<file path="config.mk">
export PLATFORM = sky130hd
export DESIGN_NAME = ahb_wbuf_bridge
export DESIGN_NICKNAME = d
export VERILOG_FILES = /design/src/rtl/ahb_wbuf_bridge.sv
export SDC_FILE = /design/constraint.sdc
export NUM_CORES = 1
export LEC_CHECK = 0
export BUFFER_PORTS_ARGS = -buffer_cell sky130_fd_sc_hd__clkbuf_2
export CAP_MARGIN = 20
export CORE_UTILIZATION = 35
export DETAILED_ROUTE_END_ITERATION = 12
export PLACE_DENSITY = 0.62
export SYNTH_ARGS = -nofsm -noshare
export SYNTH_HDL_FRONTEND = slang
export SYNTH_SLANG_ARGS = --single-unit
</file>
<file path="constraint.sdc">
create_clock -name clk -period 3.8 [get_ports clk]
set_clock_uncertainty 0.1 [all_clocks]
set_input_delay 0.76 -clock clk [delete_from_list [all_inputs] [get_ports clk]]
set_output_delay 0.76 -clock clk [all_outputs]
set_load 0.01 [all_outputs]
</file>
<file path="src/rtl/ahb_wbuf_bridge.sv">
// ahb_wbuf_bridge
// AHB-lite posted-write bridge. Upstream writes are absorbed into a small FIFO
// with zero wait states and drained to the downstream slave in the background.
// Upstream reads wait for the FIFO to drain, then run as a single downstream
// transfer. Downstream only ever sees IDLE or NONSEQ single transfers.
//
// Ports
//   clk, rst_n            clock, async active-low reset
//   ahbls_*               upstream AHB-lite slave port (hresp tied 0)
//   ahbm_*                downstream AHB-lite master port (hburst tied SINGLE)
//   wbuf_count/wbuf_empty write FIFO occupancy
//   werr / werr_clr       sticky posted-write error flag and its clear
//
// WBUF_DEPTH must be a power of two and at least 2.
//
// Master FSM
//   state  | meaning
//   M_IDLE | no downstream transfer; picks FIFO head first, then a pending read
//   M_ADDR | downstream address phase (NONSEQ) held until ahbm_hready
//   M_DATA | downstream data phase; pops the FIFO or captures read data
module ahb_wbuf_bridge #(
    parameter int W_ADDR     = 32,
    parameter int W_DATA     = 32,
    parameter int WBUF_DEPTH = 4
) (
    input  logic                        clk,
    input  logic                        rst_n,
    input  logic                        ahbls_hready,
    output logic                        ahbls_hready_resp,
    output logic                        ahbls_hresp,
    input  logic [W_ADDR-1:0]           ahbls_haddr,
    input  logic                        ahbls_hwrite,
    input  logic [1:0]                  ahbls_htrans,
    input  logic [2:0]                  ahbls_hsize,
    input  logic [W_DATA-1:0]           ahbls_hwdata,
    output logic [W_DATA-1:0]           ahbls_hrdata,
    output logic [W_ADDR-1:0]           ahbm_haddr,
    output logic                        ahbm_hwrite,
    output logic [1:0]                  ahbm_htrans,
    output logic [2:0]                  ahbm_hsize,
    output logic [2:0]                  ahbm_hburst,
    output logic [W_DATA-1:0]           ahbm_hwdata,
    input  logic [W_DATA-1:0]           ahbm_hrdata,
    input  logic                        ahbm_hready,
    input  logic                        ahbm_hresp,
    output logic [$clog2(WBUF_DEPTH):0] wbuf_count,
    output logic                        wbuf_empty,
    output logic                        werr,
    input  logic                        werr_clr
);

    localparam int PW = $clog2(WBUF_DEPTH);
    localparam int CW = PW + 1;
    localparam logic [1:0] HTRANS_IDLE   = 2'b00;
    localparam logic [1:0] HTRANS_NONSEQ = 2'b10;

    typedef enum logic [1:0] {M_IDLE, M_ADDR, M_DATA} m_state_t;

    m_state_t          m_state;
    logic              dp_valid;
    logic              dp_write;
    logic [W_ADDR-1:0] dp_addr;
    logic [2:0]        dp_size;
    logic              rd_done;

    logic [W_ADDR-1:0] fifo_addr [WBUF_DEPTH];
    logic [2:0]        fifo_size [WBUF_DEPTH];
    logic [W_DATA-1:0] fifo_data [WBUF_DEPTH];
    logic [PW-1:0]     wr_ptr;
    logic [PW-1:0]     rd_ptr;
    logic [CW-1:0]     count;

    logic up_aphase;
    logic wbuf_full;
    logic push;
    logic pop;
    logic unused_htrans0;

    // SEQ behaves as NONSEQ and BUSY as IDLE, so only htrans[1] matters.
    assign up_aphase      = ahbls_htrans[1] && ahbls_hready;
    assign unused_htrans0 = ahbls_htrans[0];

    assign wbuf_full  = (count == CW'(WBUF_DEPTH));
    assign wbuf_empty = (count == '0);
    assign wbuf_count = count;

    // Built from registered state only; nothing from ahbm_* reaches this path.
    assign ahbls_hready_resp = !dp_valid ? 1'b1 : (dp_write ? !wbuf_full : rd_done);
    assign ahbls_hresp       = 1'b0;
    assign ahbm_hburst       = 3'b000;

    assign push = dp_valid && dp_write && !wbuf_full;
    assign pop  = (m_state == M_DATA) && ahbm_hready && ahbm_hwrite;

    always_ff @(posedge clk or negedge rst_n) begin
        if (!rst_n) begin
            dp_valid <= 1'b0;
            dp_write <= 1'b0;
            dp_addr  <= '0;
            dp_size  <= '0;
        end else if (ahbls_hready) begin
            dp_valid <= up_aphase;
            dp_write <= ahbls_hwrite;
            dp_addr  <= ahbls_haddr;
            dp_size  <= ahbls_hsize;
        end
    end

    always_ff @(posedge clk) begin
        if (push) begin
            fifo_addr[wr_ptr] <= dp_addr;
            fifo_size[wr_ptr] <= dp_size;
            fifo_data[wr_ptr] <= ahbls_hwdata;
        end
    end

    always_ff @(posedge clk or negedge rst_n) begin
        if (!rst_n) begin
            wr_ptr <= '0;
            rd_ptr <= '0;
            count  <= '0;
        end else begin
            if (push) wr_ptr <= wr_ptr + PW'(1);
            if (pop)  rd_ptr <= rd_ptr + PW'(1);
            case ({push, pop})
                2'b10:   count <= count + CW'(1);
                2'b01:   count <= count - CW'(1);
                default: ;
            endcase
        end
    end

    always_ff @(posedge clk or negedge rst_n) begin
        if (!rst_n) begin
            werr <= 1'b0;
        end else begin
            if (werr_clr)            werr <= 1'b0;
            if (pop && ahbm_hresp)   werr <= 1'b1;
        end
    end

    always_ff @(posedge clk or negedge rst_n) begin
        if (!rst_n) begin
            m_state      <= M_IDLE;
            ahbm_htrans  <= HTRANS_IDLE;
            ahbm_haddr   <= '0;
            ahbm_hwrite  <= 1'b0;
            ahbm_hsize   <= '0;
            ahbm_hwdata  <= '0;
            ahbls_hrdata <= '0;
            rd_done      <= 1'b0;
        end else begin
            rd_done <= 1'b0;
            case (m_state)
                M_IDLE: begin
                    if (count != '0) begin
                        m_state     <= M_ADDR;
                        ahbm_htrans <= HTRANS_NONSEQ;
                        ahbm_haddr  <= fifo_addr[rd_ptr];
                        ahbm_hsize  <= fifo_size[rd_ptr];
                        ahbm_hwrite <= 1'b1;
                    end else if (push) begin
                        // FIFO empty: the entry being pushed now becomes the head,
                        // so issue it straight from the data-phase register.
                        m_state     <= M_ADDR;
                        ahbm_htrans <= HTRANS_NONSEQ;
                        ahbm_haddr  <= dp_addr;
                        ahbm_hsize  <= dp_size;
                        ahbm_hwrite <= 1'b1;
                    end else if (dp_valid && !dp_write && !rd_done) begin
                        // Read that waited behind queued writes.
                        m_state     <= M_ADDR;
                        ahbm_htrans <= HTRANS_NONSEQ;
                        ahbm_haddr  <= dp_addr;
                        ahbm_hsize  <= dp_size;
                        ahbm_hwrite <= 1'b0;
                    end else if (up_aphase && !ahbls_hwrite) begin
                        // Read address phase with nothing queued: start downstream
                        // in the very next cycle.
                        m_state     <= M_ADDR;
                        ahbm_htrans <= HTRANS_NONSEQ;
                        ahbm_haddr  <= ahbls_haddr;
                        ahbm_hsize  <= ahbls_hsize;
                        ahbm_hwrite <= 1'b0;
                    end
                end
                M_ADDR: begin
                    if (ahbm_hready) begin
                        m_state     <= M_DATA;
                        ahbm_htrans <= HTRANS_IDLE;
                        if (ahbm_hwrite) ahbm_hwdata <= fifo_data[rd_ptr];
                    end
                end
                M_DATA: begin
                    if (ahbm_hready) begin
                        m_state <= M_IDLE;
                        if (!ahbm_hwrite) begin
                            ahbls_hrdata <= ahbm_hrdata;
                            rd_done      <= 1'b1;
                        end
                    end
                end
                default: m_state <= M_IDLE;
            endcase
        end
    end

endmodule

</file>
# ---- After elaboration in Yosys (flattened, before gate mapping)
# Memories as Yosys holds them, arrays and structs flattened. A register that Yosys moved wholly into a read port is not among the register bits.
# Cells that the tools add are included.
dict set report word_totals {
  reg_bits 118
  ram_bits 268
  in_bits 108
  output_inout_bits 112
  wordCells 91
  n_memories 3
}
dict set report classes {
  add_sub_neg 4
  eq_ne 8
  muxes 34
  n_bitwise 1
  n_reduce_logical 26
}
# name words width rd rd_ports_with_merged_regs wr line
set memory_table {}
lappend memory_table {fifo_addr 4 32 1 0 1 66} ;# logic [W_ADDR-1:0] fifo_addr [WBUF_DEPTH];
lappend memory_table {fifo_data 4 32 1 1 1 68} ;# logic [W_DATA-1:0] fifo_data [WBUF_DEPTH];
lappend memory_table {fifo_size 4 3 1 0 1 67} ;# logic [2:0] fifo_size [WBUF_DEPTH];
# cell n
set ops {}
lappend ops {{32-bit two-way mux} 4}
lappend ops {{2-bit two-way mux} 10}
lappend ops {{1-bit two-way mux} 13}
lappend ops {{3-bit two-way mux} 4}
lappend ops {{3-bit AND reduction} 4}
lappend ops {{1-bit logical AND} 9}
lappend ops {{2-bit case mux with 3 select lines} 1}
lappend ops {{3-bit case mux with 2 select lines} 1}
lappend ops {{2-bit nonzero test} 3}
lappend ops {{1-bit zero test} 5}
lappend ops {{5-bit inequality test (second input constant)} 1}
lappend ops {{2-bit by 1-bit adder with 2-bit output (second input constant)} 2}
lappend ops {{2-bit by 1-bit == test with 1-bit output (second input constant)} 2}
lappend ops {{2-bit == test (second input constant)} 2}
lappend ops {{2-bit inequality test (second input constant)} 2}
lappend ops {{2-bit case mux with 2 select lines} 1}
lappend ops {{4-bit nonzero test} 1}
lappend ops {{3-bit by 1-bit adder with 3-bit output (second input constant)} 1}
lappend ops {{3-bit == test (second input constant)} 1}
lappend ops {{3-bit zero test} 1}
lappend ops {{3-bit nonzero test} 1}
lappend ops {{3-bit by 1-bit subtractor with 3-bit output (second input constant)} 1}
lappend ops {{2-bit zero test} 1}
lappend ops {{2-bit AND reduction} 1}
lappend ops {{1-bit inverter} 1}

# ---- Depth between registers and ports, before layout
# Gate-level depths: netlist of the first run.
dict set report depth {
  depth_word 7
  ltp_mapped 10
  depth_no_buf 9
}

# ---- Worst setup path after synthesis of the first run
# Ideal clock, no wire load.
dict set report synth_path {
  kind {reg2reg}
  from {register dp_valid}
  to {memory fifo_addr[0][0], enable pin}
  setup_time_ns 0.432
  arrival_time_ns 2.752
  required_time_ns 3.268
  path_slack_ns 0.516
  path_stages_with_launch 5
  path_buffers 1
  period_less_slack_ns 3.284
  path_cell_list {dfrtp_1 -> clkbuf_1 -> nand2_1 -> a31oi_1 -> and2_1}
}
dict set report synth_via {
  elab_chain_cells 4
}
# item line
set synth_rtl {}
lappend synth_rtl {{from (decl)} 60} ;# logic dp_valid;
lappend synth_rtl {{from (signal assigned)} 102} ;# dp_valid <= up_aphase;
lappend synth_rtl {{1-bit logical AND (2 in a row)} 92} ;# assign push = dp_valid && dp_write && !wbuf_full;
lappend synth_rtl {{1-bit two-way mux} 110} ;# if (push) begin
lappend synth_rtl {{1-bit two-way mux (implied by the code)} 111} ;# fifo_addr[wr_ptr] <= dp_addr;
lappend synth_rtl {{to (decl)} 66}
# Every way passes these cells.

# ---- Final worst setup path of the first run
dict set report layout_path {
  from {register count[1] (netlist: wbuf_count[1])}
  to {output port wbuf_empty}
}
dict set report layout_via {
  elab_chain_cells 1
}
# item line
set layout_rtl {}
lappend layout_rtl {{from (decl)} 71} ;# logic [CW-1:0] count;
lappend layout_rtl {{from (signal assigned)} 126} ;# 2'b10: count <= count + CW'(1);
lappend layout_rtl {{from (signal assigned)} 127} ;# 2'b01: count <= count - CW'(1);
lappend layout_rtl {{3-bit zero test} 84} ;# assign wbuf_empty = (count == '0);
lappend layout_rtl {{to (decl)} 47} ;# output logic wbuf_empty,
# Every way passes these cells.

==> results of run 1 <==
[sequential cells by signal, indices dropped and copies added, names as in the netlist, 2 cells and up]
register / count
fifo_addr: 128
fifo_data: 128
ahbls_hrdata: 32
ahbm_haddr: 32
ahbm_hwdata: 32
dp_addr: 32
fifo_size: 12
ahbm_hsize: 3
dp_size: 3
wbuf_count: 3
m_state: 2
rd_ptr: 2
wr_ptr: 2
[routing by layer]
| layer | wire length [µm] | share of wire, % |
|---|---|---|
| met5 | 13 | 0.034 |
| met4 | 864 | 2.2 |
| met3 | 2300 | 6.0 |
| met2 | 18400 | 48 |
| met1 | 16900 | 44 |
[final timing paths]
kind                                                end  slack, ps  depth (start not counted)
max in group asynchronous  ahbls_hrdata[24]$_DFFE_PN0P_       2560                          2
max reg2reg                   fifo_addr[0][2]$_DFFE_PP_       1170                          4
max                                          wbuf_empty        810                          3
min in group clk                       werr$_DFFE_PN0P_        300                          2
min reg2reg                  ahbm_htrans[1]$_DFFE_PN0P_        380                          1
min                         ahbm_hwdata[29]$_DFFE_PN0P_        150                          1
[metrics by stage]
step	hold WS, ps	util [%]
final	153	42.6
after global routing	198	42.6
after CTS	168	42.5
after detailed placement	372	39.3
after global placement	363	39.3
after floorplan	364	-
[cell families after synthesis]
family,share of synthesized area [%]
AO/OA/AOI/OAI,5.16
XOR/XNOR,0.319
adder cells (fa/ha/maj),0.501
buffers and inverters,2.60
flip-flops,71.5
multiplexers,16.1
other,0.0228
AND/OR/NAND/NOR,3.87
[layout make-up]
cell class | instances | area [µm²] | share of cell area [%]
well taps | 607 | 759 | 3.84
diodes | 3 | 7.51 | 0.0380
clock inverters | 11 | 120 | 0.608
repair buffers | 243 | 1350 | 6.82
clock buffers | 73 | 1390 | 7.01
inverters | 11 | 41.3 | 0.209
multi-input cells | 432 | 4320 | 21.9
flip-flops and latches | 417 | 11800 | 59.6
[synthesized netlist by cell type, types with 3 or more instances]
cell	count	area share (%)
edfxtp_1	268	49
dfrtp_1	149	23
nand2_1	76	1.7
mux2_2	71	4.9
mux4_2	67	9.2
a21oi_1	36	1.1
nand4_1	35	1.3
o22a_1	35	1.9
o31ai_1	35	1.6
clkbuf_1	30	0.68
mux2_1	29	2.0
buf_2	15	0.46
buf_4	11	0.50
inv_1	11	0.25
buf_6	9	0.62
ha_1	5	0.38
and2_1	4	0.15
buf_1	4	0.091
o21ai_0	4	0.12
xnor2_1	3	0.16
xor2_1	3	0.16
[power groups by stage]
stage | combinational, mW | sequential, mW | clock [mW]
after CTS | 4.16 | 6.50 | 4.54
after global routing | 4.46 | 6.61 | 4.68
after global placement | 4.08 | 6.52 | 0
final | 4.06 | 6.47 | 4.40
after detailed placement | 4.13 | 6.58 | 0
after floorplan | 2.69 | 6.53 | 0
[worst max-delay path: stages (launching register included)]
cell and delay [ps]:
dfrtp_1 480, or3_2 820, inv_1 130, clkbuf_2 140
==> reports/qor.yml, run 1 <==
timing:
  fin_ws_ps: 807
  rsz0062_at_grt: "false"
  report.final.hold_viol_count: 0
  period_minus_slack_ps: 2990
  max_freq_mhz: 334
  min_period_over_period_pct: 78.8
  tns_ps: 0
  finalSetupViolations: 0
  max_slew.worst_pin.slew_ps: 1040
  slew_headroom_pct: 30.7
  drv_slew: 0
setup_path:
  critPathKind: "flip-flop to output pin"
  critPathLaunchType: "flip-flop"
  end_kind: "output pin"
  required_ps: 2940
  cp_max_fo: 26
  cp.arrival_ps: 2130
  worstReg2RegStart: "dp_write$_DFFE_PN0P_"
  crit_start: "wbuf_count[1]$_DFFE_PN0P_"
clock_network:
  htree_levels: 2
  cts-root-buf: "clkbuf_16"
  post-cts-setup-buffers: 0
  clock-sinks: 417
  hold_buffers: 0
  cts_buffer_depth: 3
  cts_tree: "yes"
  clkTransAtPathRegs_ps: 60
  cts_resized: 0
  clkLatencyLatePin_ps: 570
  cts_buffers: 45
global_route:
  grt_use_met3_pct: 3.17
  busiest_layer: "met2"
  grtUsageMet2_pct: 26.0
  groute.usage.overall_pct: 16.2
  met1_usage_pct: 22.1
  grt_overflow: 0
  grt_start_max_net_pins: 74
  grt_pass1_wl_um: 58100
  grt_pass1_vias: 9592
  antenna_found_initial: 3
route:
  drc: 0
  vias: 9278
  drtAntennaViolNets: 0
  via_per_inst: 5.16
  wl_per_cell_um: 21.4
  first_iter_violations: 745
  wl_um: 38500
  dr.pass1.iters: 5
synthesis:
  synth-seq-cells: 417
  synth_area_per_cell_um2: 17.8
  yosys_warnings: 0
  netlist_area_mm2: 0.0165
  synth_async_sr_flop_share_pct: 35.7
  synth_edf_count: 268
  yosysUniqueCellTypes: 42
  ys_seq_area_share_pct: 71.5
  synthesis.instances: 925
  yosys_most_used_dff: "edfxtp_1"
floorplanning:
  core_area_mm2: 0.0465
  rows: 79
  start_util_pct: 35.5
  die_x_um: 219
  io_pins: 220
  die_area_mm2: 0.0479
  die_h_um: 219
power_and_ir_drop:
  p_sw_share_pct: 30.2
  power_frac_seq_pct: 43.3
  clock_power_share_pct: 29.5
  power.leakage_nw: 7.51
  peakVddDrop_v: 0.000555
  p_comb_share_pct: 27.2
  internal-power_mw: 10.4
  power_density_mw_per_mm2: 755
  finalPower_mw: 14.9
  p_sw_mw: 4.51
cells_and_area:
  area_growth_pct: 20.0
  final_cell_mix: "edfxtp_1 (268), clkbuf_2 (212), dfrtp_1 (146)"
  final_common_cell: "edfxtp_1"
  final_cell_count_no_fill: 1797
  finalNetCount: 1264
  fill_cells: 4167
  drive_gt1_share_pct: 39.2
  fin_area_mm2: 0.0198
placement:
  hpwl_um: 22300
  pre_cts_ws_ps: 1100
  gp_congestion: 0.715
  portBuffers: 213
  place_area_mm2: 0.0183
  placed_cells: 1710
hold_path:
  min-delay-path-class: "primary input to async pin"
run:
  maxCapViolCount: 0
run_status:
  status: "complete, no violations"
Power figures use the tool's default switching activity.
==> run 2, diff against run 1 <==
--- a/config.mk
+++ b/config.mk
@@ -9,7 +9,7 @@
 export CAP_MARGIN = 20
 export CORE_UTILIZATION = 35
 export DETAILED_ROUTE_END_ITERATION = 12
-export PLACE_DENSITY = 0.62
+export PLACE_DENSITY = 0.64
 export SYNTH_ARGS = -nofsm -noshare
 export SYNTH_HDL_FRONTEND = slang
 export SYNTH_SLANG_ARGS = --single-unit
==> constraint.sdc (replaced) <==
create_clock -name clk -period 2.5 [get_ports clk]
set_clock_uncertainty 0.1 [all_clocks]
set_input_delay 0.5 -clock clk [delete_from_list [all_inputs] [get_ports clk]]
set_output_delay 0.5 -clock clk [all_outputs]
set_load 0.01 [all_outputs]
==> reports/qor.yml, run 2 (same netlist as run 1, synthesis figures left out) <==
run_status:
  status: "complete, no violations"
timing:
  rsz0062_at_grt: "false"
  min_period_over_period_pct: 94.7
  finalSetupViolations: 0  # unchanged
  period_minus_slack_ps: 2370
  hold_slack_ps: 39.0  # -114 ps
  slew_headroom_pct: 57.5  # +27 points
  report.final.hold_viol_count: 0  # unchanged
  drv_slew: 0  # unchanged
  max_slew.worst_pin.slew_ps: 638  # -401 ps
  max_freq_mhz: 422
floorplanning:
  start_util_pct: 35.5  # unchanged
  die_area_mm2: 0.0479  # unchanged
  io_pins: 220  # unchanged
  die_h_um: 219  # unchanged
  rows: 79  # unchanged
  core_area_mm2: 0.0465  # unchanged
  die_x_um: 219  # unchanged
setup_path:
  cp_max_fo: 6  # -77%
  crit_start: "wbuf_count[1]$_DFFE_PN0P_"
  crit_slowest_cell: "or3_2"
  critPathKind: "flip-flop to output pin"
  required_ps: 1900  # -1040 ps
  critPathLaunchType: "flip-flop"
  worstReg2RegStart: "wbuf_count[0]$_DFFE_PN0P_"
  max_stage_delay_ps: 550  # -270 ps
  path_cells: "or3_2, inv_1, clkbuf_2"
  cp.arrival_ps: 1770  # -360 ps
  end_kind: "output pin"
cells_and_area:
  final_cell_mix: "edfxtp_1 (268), clkbuf_2 (212), dfrtp_1 (145)"
  reg_top3: "fifo_addr (128), fifo_data (128)"
  final_common_cell: "edfxtp_1"
  area_growth_pct: 22.1
  drive_gt1_share_pct: 39.6  # +0.41 points
  final_cell_count_no_fill: 1810  # +0.72%
  finalNetCount: 1278  # +1.1%
  fill_cells: 4175  # +0.19%
route:
  wl_per_cell_um: 21.0  # -2.2%
  wl_um: 37900  # -1.5%
  via_per_inst: 5.17  # about the same
  drtAntennaViolNets: 0  # unchanged
  drc: 0  # unchanged
  dr.pass1.iters: 4  # -1
  first_iter_violations: 585  # -21%
  vias: 9351  # +0.79%
clock_network:
  cts_buffer_depth: 3  # unchanged
  htree_levels: 2  # unchanged
  clkTransAtPathRegs_ps: 60  # about the same
  cts_buffers: 45  # unchanged
  cts-root-buf: "clkbuf_16"
  cts_tree: "yes"
  clkLatencyLatePin_ps: 570  # about the same
  clock-sinks: 417  # unchanged
power_and_ir_drop:
  power.leakage_nw: 7.65  # +1.8%
  p_sw_mw: 6.93  # +54%
  p_comb_share_pct: 28.7  # +1.5 points
  clock_power_share_pct: 29.5  # about the same
  internal-power_mw: 16.1  # +55%
  power_frac_seq_pct: 41.8  # -1.5 points
  power_density_mw_per_mm2: 1150  # +52%
  peakVddDrop_v: 0.000955  # +72%
  p_sw_share_pct: 30.1  # -0.14 points
placement:
  placed_cells: 1721  # +0.64%
  hpwl_um: 23200  # +4.1%
  gp_congestion: 0.735  # +2.8%
  portBuffers: 213  # unchanged
global_route:
  grt_start_max_net_pins: 53  # -28%
  groute.usage.overall_pct: 16.1  # -0.16 points
  antenna_found_initial: 5  # +2
  grt_pass1_wl_um: 57600  # -0.89%
  grt_pass1_vias: 9673  # +0.84%
  grt_overflow: 0  # unchanged
hold_path:
  hold_start: "ahbm_hrdata[27]"
  min-delay-path-class: "primary input to flip-flop"
run:
  maxCapViolCount: 0  # unchanged
run 2: critical path, delay by kind of cell, from the launching register on:
family | cells | cell delay (ps)
buf+inv | 2 | 190
flops | 1 | 450
simple gates | 1 | 550
run 2: path summary, 6_finish.rpt:
check                                                to  slack (ps)  cells past startpoint
max                                          wbuf_empty         130                      3
min                        ahbls_hrdata[27]$_DFFE_PN0P_          40                      2
max reg2reg                  fifo_data[2][20]$_DFFE_PP_         310                      5
min reg2reg                ahbls_hrdata[15]$_DFFE_PN0P_         380                      1
max in group asynchronous    ahbm_hwdata[5]$_DFFE_PN0P_        1270                      4
min in group asynchronous   ahbm_hwdata[26]$_DFFE_PN0P_         280                      2
run 2: layout make-up:
type                    instances  area, µm²  area share [%]
multi-input cells             432       4330            21.5
repair buffers                257       1670            8.30
flip-flops and latches        417      11800            58.6
well taps                     607        759            3.78
clock buffers                  63       1240            6.18
diodes                          3       7.51          0.0373
clock inverters                20        278            1.38
inverters                      11       41.3           0.205
run 2: through the flow:
stage	worst slack [ps]	total power, mW	utilization, %	setup TNS (ps)	cell area, µm²
after detailed placement	201	16.5	39.9	0	18600
after floorplan	-70.5	14.0	-	-18890	16500
after global routing	61.7	24.3	43.3	0	20100
after global placement	196	16.3	39.9	0	18600
final	132	23.1	43.3	0	20100
after CTS	22.0	23.4	43.3	0	20100
run 2: repair_timing:
action | 4_1_cts | 5_1_grt
endpoints found under the setup margin | 1 | 1
endpoints found under the hold margin | 23 | 0
hold buffers | 2 | 0
pin swaps | 0 | 1
buffers inserted | 0 | 1
gates resized for setup | 2 | 0
run 2: power groups by stage:
| stage | logic [mW] | clock network [mW] | registers (mW) |
|---|---|---|---|
| finish | 6.61 | 6.80 | 9.64 |
| global route | 7.22 | 7.25 | 9.82 |
| CTS | 6.75 | 6.99 | 9.66 |
| detailed placement | 6.73 | 0 | 9.79 |
| global placement | 6.59 | 0 | 9.71 |
| floorplan | 4.08 | 0 | 9.90 |
run 2: layer usage:
layer  vias up  global-route usage [%]  share of wire (%)  wire length [µm]
li1       4107                       -                  -                 -
met1      4895                    20.9                 42             15800
met2       285                    26.5                 50             19000
met3        60                    3.83                6.4              2410
met4         4                    4.95                1.9               716
met5         -                       0              0.071                27
